`config.mk`:
```
export PLATFORM = sky130hd
export DESIGN_NAME = anton_neopixel_stream_decoder
export DESIGN_NICKNAME = d
export VERILOG_FILES = /design/src/rtl/anton_neopixel_stream_decoder.sv
export SDC_FILE = /design/constraint.sdc
export NUM_CORES = 1
export LEC_CHECK = 0
export BUFFER_PORTS_ARGS = -buffer_cell sky130_fd_sc_hd__buf_4
export CAP_MARGIN = 20
export CORE_UTILIZATION = 30
export CTS_CLUSTER_SIZE = 40
export DETAILED_ROUTE_END_ITERATION = 8
export GPL_TIMING_DRIVEN = 1
export PLACE_DENSITY = 0.46
export RECOVER_POWER = 25
export SLEW_MARGIN = 5
export SYNTH_ARGS = -nofsm -noshare
export SYNTH_HDL_FRONTEND = slang
export SYNTH_SLANG_ARGS = --single-unit
```
`constraint.sdc`:
```
create_clock -name clk6_4mhz -period 2.9 [get_ports clk6_4mhz]
set_clock_uncertainty 0.05 [all_clocks]
set_input_delay 0.29 -clock clk6_4mhz [delete_from_list [all_inputs] [get_ports clk6_4mhz]]
set_output_delay 0.29 -clock clk6_4mhz [all_outputs]
set_load 0.005 [all_outputs]
```
`src/rtl/anton_neopixel_stream_decoder.sv`:
```
// WS2812-style single-wire receiver: synchronizes the raw line, measures high
// pulse widths to recover bits, assembles MSB-first 24-bit pixels and reports
// frame boundaries, pixel counts and protocol errors.
module anton_neopixel_stream_decoder #(
    parameter int BUFFER_END    = 63,
    parameter int RESET_DELAY   = 320,
    parameter int BIT_THRESHOLD = 4,
    parameter int MAX_HIGH      = 7,
    localparam int BUFFER_BITS  = (BUFFER_END > 0) ? $clog2(BUFFER_END + 1) : 1
) (
    input  logic                   clk6_4mhz,
    input  logic                   rst,
    input  logic                   stream_in,
    input  logic                   enable,
    output logic [23:0]            pixel_data,
    output logic [BUFFER_BITS-1:0] pixel_index,
    output logic                   pixel_valid,
    output logic                   frame_done,
    output logic [BUFFER_BITS:0]   frame_pixels,
    output logic                   error,
    output logic                   locked
);

    localparam logic [11:0]          RESET_DELAY_C = 12'(RESET_DELAY);
    localparam logic [3:0]           THRESHOLD_C   = 4'(BIT_THRESHOLD);
    localparam logic [3:0]           MAX_HIGH_C    = 4'(MAX_HIGH);
    localparam logic [BUFFER_BITS:0] PIX_LIMIT_C   = (BUFFER_BITS + 1)'(BUFFER_END + 1);

    typedef enum logic [1:0] {
        SYNC,
        IDLE,
        HIGH,
        LOW
    } state_t;

    state_t                 state_q;
    logic                   syncMeta_q;
    logic                   syncLine_q;
    logic                   linePrev_q;
    logic [11:0]            lowCnt_q;
    logic [11:0]            lowCnt_d;
    logic [3:0]             highCnt_q;
    logic [3:0]             highCnt_d;
    logic [4:0]             bitCnt_q;
    logic [23:0]            shift_q;
    logic                   pend_q;
    logic [BUFFER_BITS:0]   pixCnt_q;
    logic [23:0]            pixelData_q;
    logic [BUFFER_BITS-1:0] pixelIndex_q;
    logic                   pixelValid_q;
    logic                   frameDone_q;
    logic [BUFFER_BITS:0]   framePixels_q;
    logic                   error_q;

    assign pixel_data   = pixelData_q;
    assign pixel_index  = pixelIndex_q;
    assign pixel_valid  = pixelValid_q;
    assign frame_done   = frameDone_q;
    assign frame_pixels = framePixels_q;
    assign error        = error_q;
    assign locked       = (state_q != SYNC);

    // Two-flop synchronizer plus a delayed copy of the synced line for edge detection.
    always_ff @(posedge clk6_4mhz) begin
        if (rst) begin
            syncMeta_q <= 1'b0;
            syncLine_q <= 1'b0;
            linePrev_q <= 1'b0;
        end else begin
            syncMeta_q <= stream_in;
            syncLine_q <= syncMeta_q;
            linePrev_q <= syncLine_q;
        end
    end

    // Saturating run lengths: low ticks since last high, high ticks of the current pulse.
    always_comb begin
        lowCnt_d  = lowCnt_q;
        highCnt_d = highCnt_q;
        if (syncLine_q) begin
            lowCnt_d = '0;
            if (!linePrev_q) begin
                highCnt_d = 4'd1;
            end else if (highCnt_q != 4'hF) begin
                highCnt_d = highCnt_q + 4'd1;
            end
        end else if (lowCnt_q != 12'hFFF) begin
            lowCnt_d = lowCnt_q + 12'd1;
        end
    end

    // Register the run-length counters.
    always_ff @(posedge clk6_4mhz) begin
        if (rst) begin
            lowCnt_q  <= '0;
            highCnt_q <= '0;
        end else begin
            lowCnt_q  <= lowCnt_d;
            highCnt_q <= highCnt_d;
        end
    end

    // Decoder FSM: classifies pulses, emits pixels one cycle after the 24th bit, detects frame ends.
    always_ff @(posedge clk6_4mhz) begin
        if (rst) begin
            state_q       <= SYNC;
            bitCnt_q      <= '0;
            shift_q       <= '0;
            pend_q        <= 1'b0;
            pixCnt_q      <= '0;
            pixelData_q   <= '0;
            pixelIndex_q  <= '0;
            pixelValid_q  <= 1'b0;
            frameDone_q   <= 1'b0;
            framePixels_q <= '0;
            error_q       <= 1'b0;
        end else begin
            pixelValid_q <= 1'b0;
            frameDone_q  <= 1'b0;
            error_q      <= 1'b0;
            if (!enable) begin
                state_q  <= SYNC;
                pend_q   <= 1'b0;
                bitCnt_q <= '0;
            end else begin
                if (pend_q) begin
                    pend_q <= 1'b0;
                    if (pixCnt_q == PIX_LIMIT_C) begin
                        error_q <= 1'b1;
                    end else begin
                        pixelValid_q <= 1'b1;
                        pixelData_q  <= shift_q;
                        pixelIndex_q <= pixCnt_q[BUFFER_BITS-1:0];
                        pixCnt_q     <= pixCnt_q + 1'b1;
                    end
                end
                case (state_q)
                    SYNC: begin
                        if (lowCnt_q >= RESET_DELAY_C) begin
                            state_q <= IDLE;
                        end
                    end
                    IDLE: begin
                        if (syncLine_q) begin
                            state_q  <= HIGH;
                            bitCnt_q <= '0;
                            pixCnt_q <= '0;
                        end
                    end
                    HIGH: begin
                        if (highCnt_q > MAX_HIGH_C) begin
                            error_q  <= 1'b1;
                            bitCnt_q <= '0;
                            state_q  <= SYNC;
                        end else if (!syncLine_q) begin
                            shift_q <= {shift_q[22:0], (highCnt_q >= THRESHOLD_C)};
                            if (bitCnt_q == 5'd23) begin
                                bitCnt_q <= '0;
                                pend_q   <= 1'b1;
                            end else begin
                                bitCnt_q <= bitCnt_q + 5'd1;
                            end
                            state_q <= LOW;
                        end
                    end
                    LOW: begin
                        if (syncLine_q) begin
                            state_q <= HIGH;
                        end else if (lowCnt_q == RESET_DELAY_C) begin
                            frameDone_q   <= 1'b1;
                            framePixels_q <= pixCnt_q;
                            error_q       <= (bitCnt_q != 5'd0);
                            bitCnt_q      <= '0;
                            state_q       <= IDLE;
                        end
                    end
                    default: state_q <= SYNC;
                endcase
            end
        end
    end

endmodule

```
Yosys cells after proc, flatten, opt, wreduce, memory -nomap -nowiden
Index checks and enable logic that the tools add are counted.
- bits in registers: 98
- bits of input ports: 4
- output and inout bits: 41
- logic and storage cells: 89
- add/sub/neg operators: 4
- magnitude comparators: 3
- equal/unequal tests: 15
- muxes and demuxes: 29
- bitwise gates (word level): 7
- reduce and logical (&&, ||, !) cells: 15
- operators with widths (operator ; number):
    $mux W5 ; 6
    $mux W7 ; 4
    $pmux W5 S3 ; 1
    $add A12 B1 Y12 const B ; 1
    $eq A12 B9 Y1 const B ; 1
    $ge A12 B9 Y1 const B ; 1
    $mux W2 ; 6
    $ne A12 B12 Y1 const B ; 1
    $reduce_and A4 Y1 ; 3
    $mux W1 ; 8
    $mux W4 ; 2
    $ne A2 B2 Y1 const B ; 4
    $pmux W2 S4 ; 1
    $add A7 B1 Y7 const B ; 1
    $eq A7 B7 Y1 const B ; 1
    $not A1 Y1 ; 7
    $ne A3 B3 Y1 const B ; 2
    $add A5 B1 Y5 const B ; 1
    $eq A5 B5 Y1 const B ; 1
    $reduce_and A5 Y1 ; 1
    $reduce_bool A5 Y1 ; 1
    $reduce_or A5 Y1 ; 1
    $add A4 B1 Y4 const B ; 1
    $eq A2 B2 Y1 const B ; 2
    14 further kinds ; 15

Longest topological paths before layout
Gate-level depths: netlist (run 1).
- word-level depth: 6
- gate-level depth with buffers: 7
- gate-level depth less buffers: 6

Worst setup path before layout (run 1)
OpenSTA, ideal clock, no wires.
- kind: register to register
- from: register lowCnt_q[2]
- to: register bitCnt_q[0]
- setup time: 0.070 ns
- data arrival time: 1.886 ns
- data required time: 2.780 ns
- slack: 0.894 ns
- stages on the path, launching flop included: 6
- path buffers: 1
- clock period less this slack: 2.006 ns
- path through: dfxtp_1 > or3_4 > or4_4 > buf_6 > a2111o_1 > a21oi_1
- word-level cells in the longest chain between the ends: 3
- RTL lines (element ; RTL line ; text):
    start: declaration ; 40 ; logic [11:0] lowCnt_q;
    start signal: assignment ; 98 ; lowCnt_q <= lowCnt_d;
    $eq A12 B9 Y1 ; 169 ; end else if (lowCnt_q == RESET_DELAY_C) begin
    $ne A2 B2 Y1 (no line) ; -- ;
    $reduce_and A5 Y1 (no line) ; -- ;
    end signal: assignment ; 161 ; bitCnt_q <= bitCnt_q + 5'd1;
    end: declaration ; 44 ; logic [4:0] bitCnt_q;
Every way passes these cells.
A chain may end at the register's enable or synchronous reset.

Worst setup path in the final report (run 1)
- from: input rst
- to: register bitCnt_q[3]
- word-level cells in the longest chain between the ends: 1
- RTL lines (element ; RTL line ; text):
    start: declaration ; 12 ; input logic rst,
    $reduce_or A2 Y1 (no line) ; -- ;
Every way passes these cells.

==> metrics.txt, run 1 <==
status=finished with violations; failing checks=max-capacitance violations, max-slew violations; Yosys cell types=51; unrepaired setup endpoints after global routing=false; Reg area=between 0.0015 and 0.002 mm^2; clock slew at reported path FFs=70 ps; critical path class=input port to flip-flop; worst path cell trace=clkbuf_1 -> nand2b_1 -> nor2_1 -> nand4_1 -> o22ai_1; commonest non-fill, non-tap cell in the layout=nand2_1; Leak=roughly 1.6 nW; initial antenna violation count=0; Least-Margin Pin Slew=about 2000 ps; All-Layer GR Usage=between 10% and 20%; crit start category=input port; worst reg-to-reg setup slack=between 700 and 800 ps; Placement Setup Slack=757 ps; drt total wl=roughly 8900 um; Root Buffer=clkbuf_16; Row Count=a little over 40; Critical Path AT=2410 ps; first-pass GRT wire length=15000 um; Post-Syn Nets=509; max_slew headroom=-32.7%; die area=roughly 0.014 mm^2; Hold Worst Slack=roughly 150 ps; CTS buffer count=9; Initial DRC Count=around 140; Layout Cells excl Fill=approximately 700; Setup TNS Final=0 ps; per-cell routed wire length=around 13 um; final hold vios=0; Pwr Density=roughly 560 mW/mm^2; post-CTS sizing=0; VDD IR max=a little under 0.0003 V; drc violations=0; Post-DP Area=0.00448 mm^2; I/O pin count=45; Placed Cells=between 600 and 700; fraction of layout cells with a size suffix above 1=between 10 and 15%; Max Slew Vio Count=45; # setup viols final=0; vias in the first global route=approximately 3100; area grow syn2layout=20.1%; Core Region=roughly 0.013 mm^2; Pwr Total=~2.7 mW; Buf/Inv on CP=1; Post-synth EDFFs=0; footprint of the multi-input gates=roughly 0.0019 mm^2; commonest register cell after synthesis=dfxtp_1; post-CTS setup buffers=0; Max Clk Rate=449 MHz; CP max stage cell=clkbuf_1; Antenna Nets Post-Route=0; worst path required time=between 3000 and 4000 ps; Clk Latency, worst-skew pair=340 ps; CP max stage delay=roughly 1400 ps; clock buffer depth=2; ant diodes=0; max-cap violations=1; Port Buffers=44; nets=538; final period utilization=between 70% and 80%; Die X=117 um; Initial Utilization=31.2%; total grt overflow=0; Final Cell Area=slightly below 0.005 mm^2; CTS tree=yes; Setup crit end kind=flip-flop; worst-path maximum fanout=between 40 and 50; Yosys top cell area share=about half; hold buffers post-CTS=0; CP delay by family, top=buffers and inverters; Die Span Y=around 120 um; worst setup margin=674 ps; Seq cells post-synth=just under 100; vias=3427; largest net degree at the start of global routing=45; fraction of registers with async set/reset=0%; most frequent cells in the layout=125 x nand2_1, 98 x dfxtp_1, 79 x a21oi_1; clk sinks=98; Area contributors post-synth=dfxtp_1 49%, nand2_1 12%, a21oi_1 9.9%, clkbuf_1 2.9%, ha_1 2.2%; Tmin final=approximately 2200 ps; Gate Count Post-Synth=498; GPL Wtd Cong=roughly 0.77; area leader, netlist=dfxtp_1; Min-Delay Path Class=input port to flip-flop; Vias per Instance=4.87; Syn Area/Cell=around 8 um^2; First-pass DRT Iterations=4; final core utilization=37.4%; register area share after synthesis=between 40 and 50%; dpl hpwl=approximately 6000 um; synthesized area=0.00400 mm^2; H-tree depth=3; Yosys warning count=0; Fillers=~1400
==> sequential cells by signal (all words and copies together) (netlist names) <==
name	cells
pixel_data	24
bitCnt_q	5
shift_q	24
pixel_valid	1
syncMeta_q	1
pend_q	1
pixel_index	6
linePrev_q	1
highCnt_q	4
frame_pixels	7
lowCnt_q	12
pixCnt_q	7
error	1
state_q	2
frame_done	1
syncLine_q	1
==> area by class of cell <==
class,count,area share [%]
flip-flops and latches,98,40.9
multi-input cells,354,38.9
repair buffers,51,7.89
clock buffers,11,5.05
well taps,172,4.48
clock inverters,5,1.77
inverters,13,1.02
==> metal layers <==
metal / track usage [%] / part of all wire (%) / up-vias
met1: 17.3 / 49 / 1593
met3: 2.37 / 3.2 / 12
met5: 0 / 0 / -
met2: 21.2 / 45 / 50
met4: 6.97 / 2.1 / 0
li1: - / - / 1772
==> worst reg2reg max path, cell delays in order (launching register included) <==
cell and delay, ps:
dfxtp_1 380, nor4_1 630, a31oi_2 420, buf_4 320, nand2_1 90, a21oi_1 60
==> final timing paths <==
kind	start	to	cells past startpoint
setup / recovery	rst	bitCnt_q[3]	5
hold / removal	stream_in	syncMeta_q	2
setup reg to reg	pixCnt_q[3]	pixel_data[0]	5
hold reg to reg	syncMeta_q	syncLine_q	1
==> where the power goes <==
part           internal [mW]  switching, mW  leakage (nW)  total (mW)
Combinational         0.0143         0.0367         0.695      0.0510
Sequential              1.35        0.00607         0.790        1.36
Clock                  0.788          0.517         0.162        1.30
==> logic make-up after synthesis <==
| group | Yosys count | synth area share (%) |
|---|---|---|
| compound gates | 126 | 17.9 |
| xor+xnor | 8 | 1.75 |
| fa+ha+maj | 7 | 2.19 |
| buf+inv | 46 | 4.50 |
| flops | 98 | 49.0 |
| mux | 1 | 0.250 |
| simple gates | 212 | 24.4 |
==> cells in the mapped netlist, drive strengths merged, types with 2 or more instances <==
| master | n |
|---|---|
| a211o | 2 |
| a211oi | 3 |
| a21oi | 79 |
| a31o | 2 |
| a31oi | 8 |
| a41oi | 4 |
| and3 | 4 |
| and3b | 2 |
| buf | 2 |
| clkbuf | 31 |
| dfxtp | 98 |
| ha | 7 |
| inv | 13 |
| nand2 | 125 |
| nand2b | 3 |
| nand3 | 15 |
| nand4 | 8 |
| nor2 | 20 |
| nor2b | 3 |
| nor3 | 8 |
| nor4 | 3 |
| nor4b | 2 |
| o21ai | 17 |
| o22ai | 2 |
| or2 | 3 |
| or3 | 5 |
| or4 | 4 |
| xnor2 | 4 |
| xor2 | 4 |
Note: power is estimated with default switching activity, not from simulation.
==> run 2: changes to the inputs <==
Clock period 2.9 ns to 2.1 ns, I/O delays scaled along.
==> run 2 against run 1 <==
  * The run now ends clean
  * Largest cell class unchanged
  * Sequential power is 37% higher
  * Final cell count is 1.3% higher
  * Global-route usage is 0.58 points higher
  * Combinational power is 46% higher
==> metrics.txt, run 2 (synthesis results as in run 1) <==
status=complete, no violations (was finished with violations); drt total wl=9030 um (was 8920 um); Max Clk Rate=between 500 and 600 MHz; final period utilization=94.9%; Layout Cells excl Fill=713 (was 704); CP max stage cell=or4_4 (was clkbuf_1); worst path cell trace=or3_1 -> or4_4 -> a2111o_1 -> a21oi_1 (was clkbuf_1 -> nand2b_1 -> nor2_1 -> nand4_1 -> o22ai_1); clock slew at reported path FFs=70 ps (about the same); Clk Latency, worst-skew pair=340 ps (about the same); Worst Hold Launch=stream_in (unchanged); Antenna Nets Post-Route=0 (unchanged); # setup viols final=0 (unchanged); drc violations=0 (unchanged); Post-DP Area=0.00458 mm^2 (was 0.00448 mm^2); Initial DRC Count=216 (was 144); Max Slew Vio Count=0 (was 45); Port Buffers=44 (unchanged); Leak=1.71 nW (was 1.65 nW); first-pass GRT wire length=15500 um (was 15000 um); All-Layer GR Usage=13.9% (was 13.4%); critical path class=flip-flop to flip-flop (was input port to flip-flop); Tmin final=1990 ps; Row Count=41 (unchanged); H-tree depth=3 (unchanged); final core utilization=38.4% (was 37.4%); final hold vios=0 (unchanged); Setup TNS Final=0 ps (unchanged); commonest non-fill, non-tap cell in the layout=nand2_1 (unchanged); Core Region=0.0128 mm^2 (unchanged); worst path required time=2320 ps (was 3080 ps); nets=547 (was 538); ant diodes=0 (unchanged); clock buffer depth=2 (unchanged); dpl hpwl=6080 um (was 5960 um); worst r2r path cells=4 (was 5); die area=0.0138 mm^2 (unchanged); max_slew headroom=26.5% (was -32.7%); worst-path maximum fanout=6 (was 44); Least-Margin Pin Slew=1100 ps (was 1990 ps); vias=3457 (was 3427); Die X=117 um (unchanged); vias in the first global route=3242 (was 3133); CTS tree=yes (unchanged); largest net degree at the start of global routing=32 (was 45); Initial Utilization=31.2% (unchanged); Min-Delay Path Class=input port to flip-flop (unchanged); crit start category=flip-flop (was input port); per-cell routed wire length=12.7 um (about the same); Hold Worst Slack=37.2 ps (was 148 ps); Setup crit end kind=flip-flop (unchanged); First-pass DRT Iterations=4 (unchanged); Placed Cells=696 (was 688); GPL Wtd Cong=0.769 (was 0.766); CP max stage delay=560 ps (was 1390 ps); Fillers=1337 (was 1354); Critical Path AT=2220 ps (was 2410 ps); fraction of layout cells with a size suffix above 1=16.6% (was 14.3%); worst setup margin=107 ps (was 674 ps); hold buffers post-CTS=0 (unchanged); Placement Setup Slack=20.0 ps (was 757 ps); WHS Path Cells=2 (unchanged); Pwr Density=768 mW/mm^2 (was 565 mW/mm^2); worst reg-to-reg setup slack=110 ps (was 740 ps); worst reg2reg startpoint=lowCnt_q[11] (was pixCnt_q[3]); Vias per Instance=4.85 (was 4.87); area grow syn2layout=23.0% (was 20.1%); CTS buffer count=9 (unchanged); Hold EP=syncMeta_q (unchanged); max-cap violations=0 (was 1); Reg-to-Reg End=bitCnt_q[0] (was pixel_data[0]); I/O pin count=45 (unchanged); Pwr Total=3.78 mW (was 2.71 mW); Die Span Y=117 um (unchanged); total grt overflow=0 (unchanged); Root Buffer=clkbuf_16 (unchanged); Final Cell Area=0.00492 mm^2 (was 0.00480 mm^2); VDD IR max=0.000369 V (was 0.000298 V); clk sinks=98 (unchanged); initial antenna violation count=0 (unchanged); most frequent cells in the layout=125 x nand2_1, 96 x dfxtp_1, 79 x a21oi_1 (was 125 x nand2_1, 98 x dfxtp_1, 79 x a21oi_1)
==> run 2: cell count changes in the layout (fill, tap and decap cells not counted), moves of 2 or more <==
cell,change
buf_12,+3
inv_6,+2
dfxtp_1,-2
buf_4,+6
dfxtp_2,+2
==> run 2: how the worst max path moves through the flow <==
stage | endpoint | start | slack [ps] | depth (start not counted)
final | bitCnt_q[0] | lowCnt_q[11] | 110 | 4
after CTS | bitCnt_q[0] | lowCnt_q[0] | 6 | 6
after floorplan | bitCnt_q[0] | lowCnt_q[2] | 90 | 5
after detailed placement | bitCnt_q[0] | lowCnt_q[0] | 20 | 6
after global placement | bitCnt_q[0] | lowCnt_q[0] | 80 | 6
after global routing | bitCnt_q[0] | lowCnt_q[0] | -9 | 6
==> run 2: timing repair <==
| action | CTS | global route |
|---|---|---|
| gates resized for setup | 0 | 4 |
| setup buffers | 0 | 1 |
| endpoints found under the setup margin | 0 | 11 |
==> run 2: cell type report <==
type	instances	area (um^2)	share of cell area (%)
clock buffer	10	239	4.86
sequential	98	1960	39.9
inverter	13	48.8	0.992
tap	172	215	4.37
clock inverter	6	95.1	1.93
multi-input combinational	354	1870	38.1
timing repair buffer	60	484	9.84
==> run 2: power by group <==
part           internal [mW]  switching (mW)  total [mW]
clock                   1.09           0.738        1.83
sequential              1.87         0.00798        1.87
combinational         0.0217          0.0529      0.0746
==> run 2: worst max-delay path, delay by kind of cell, from the launching register on <==
kind | cells | cell delay (ps)
AOI/OAI and AO/OA | 2 | 510
DFF | 1 | 350
and+or+nand+nor | 2 | 1010
==> run 2: layer usage <==
layer	vias to the layer above	GRT usage [%]	wire [um]
li1	1793	-	-
met1	1605	17.7	4460
met2	50	21.6	4170
met3	9	3.20	251
met4	0	8.09	155
met5	-	0	0
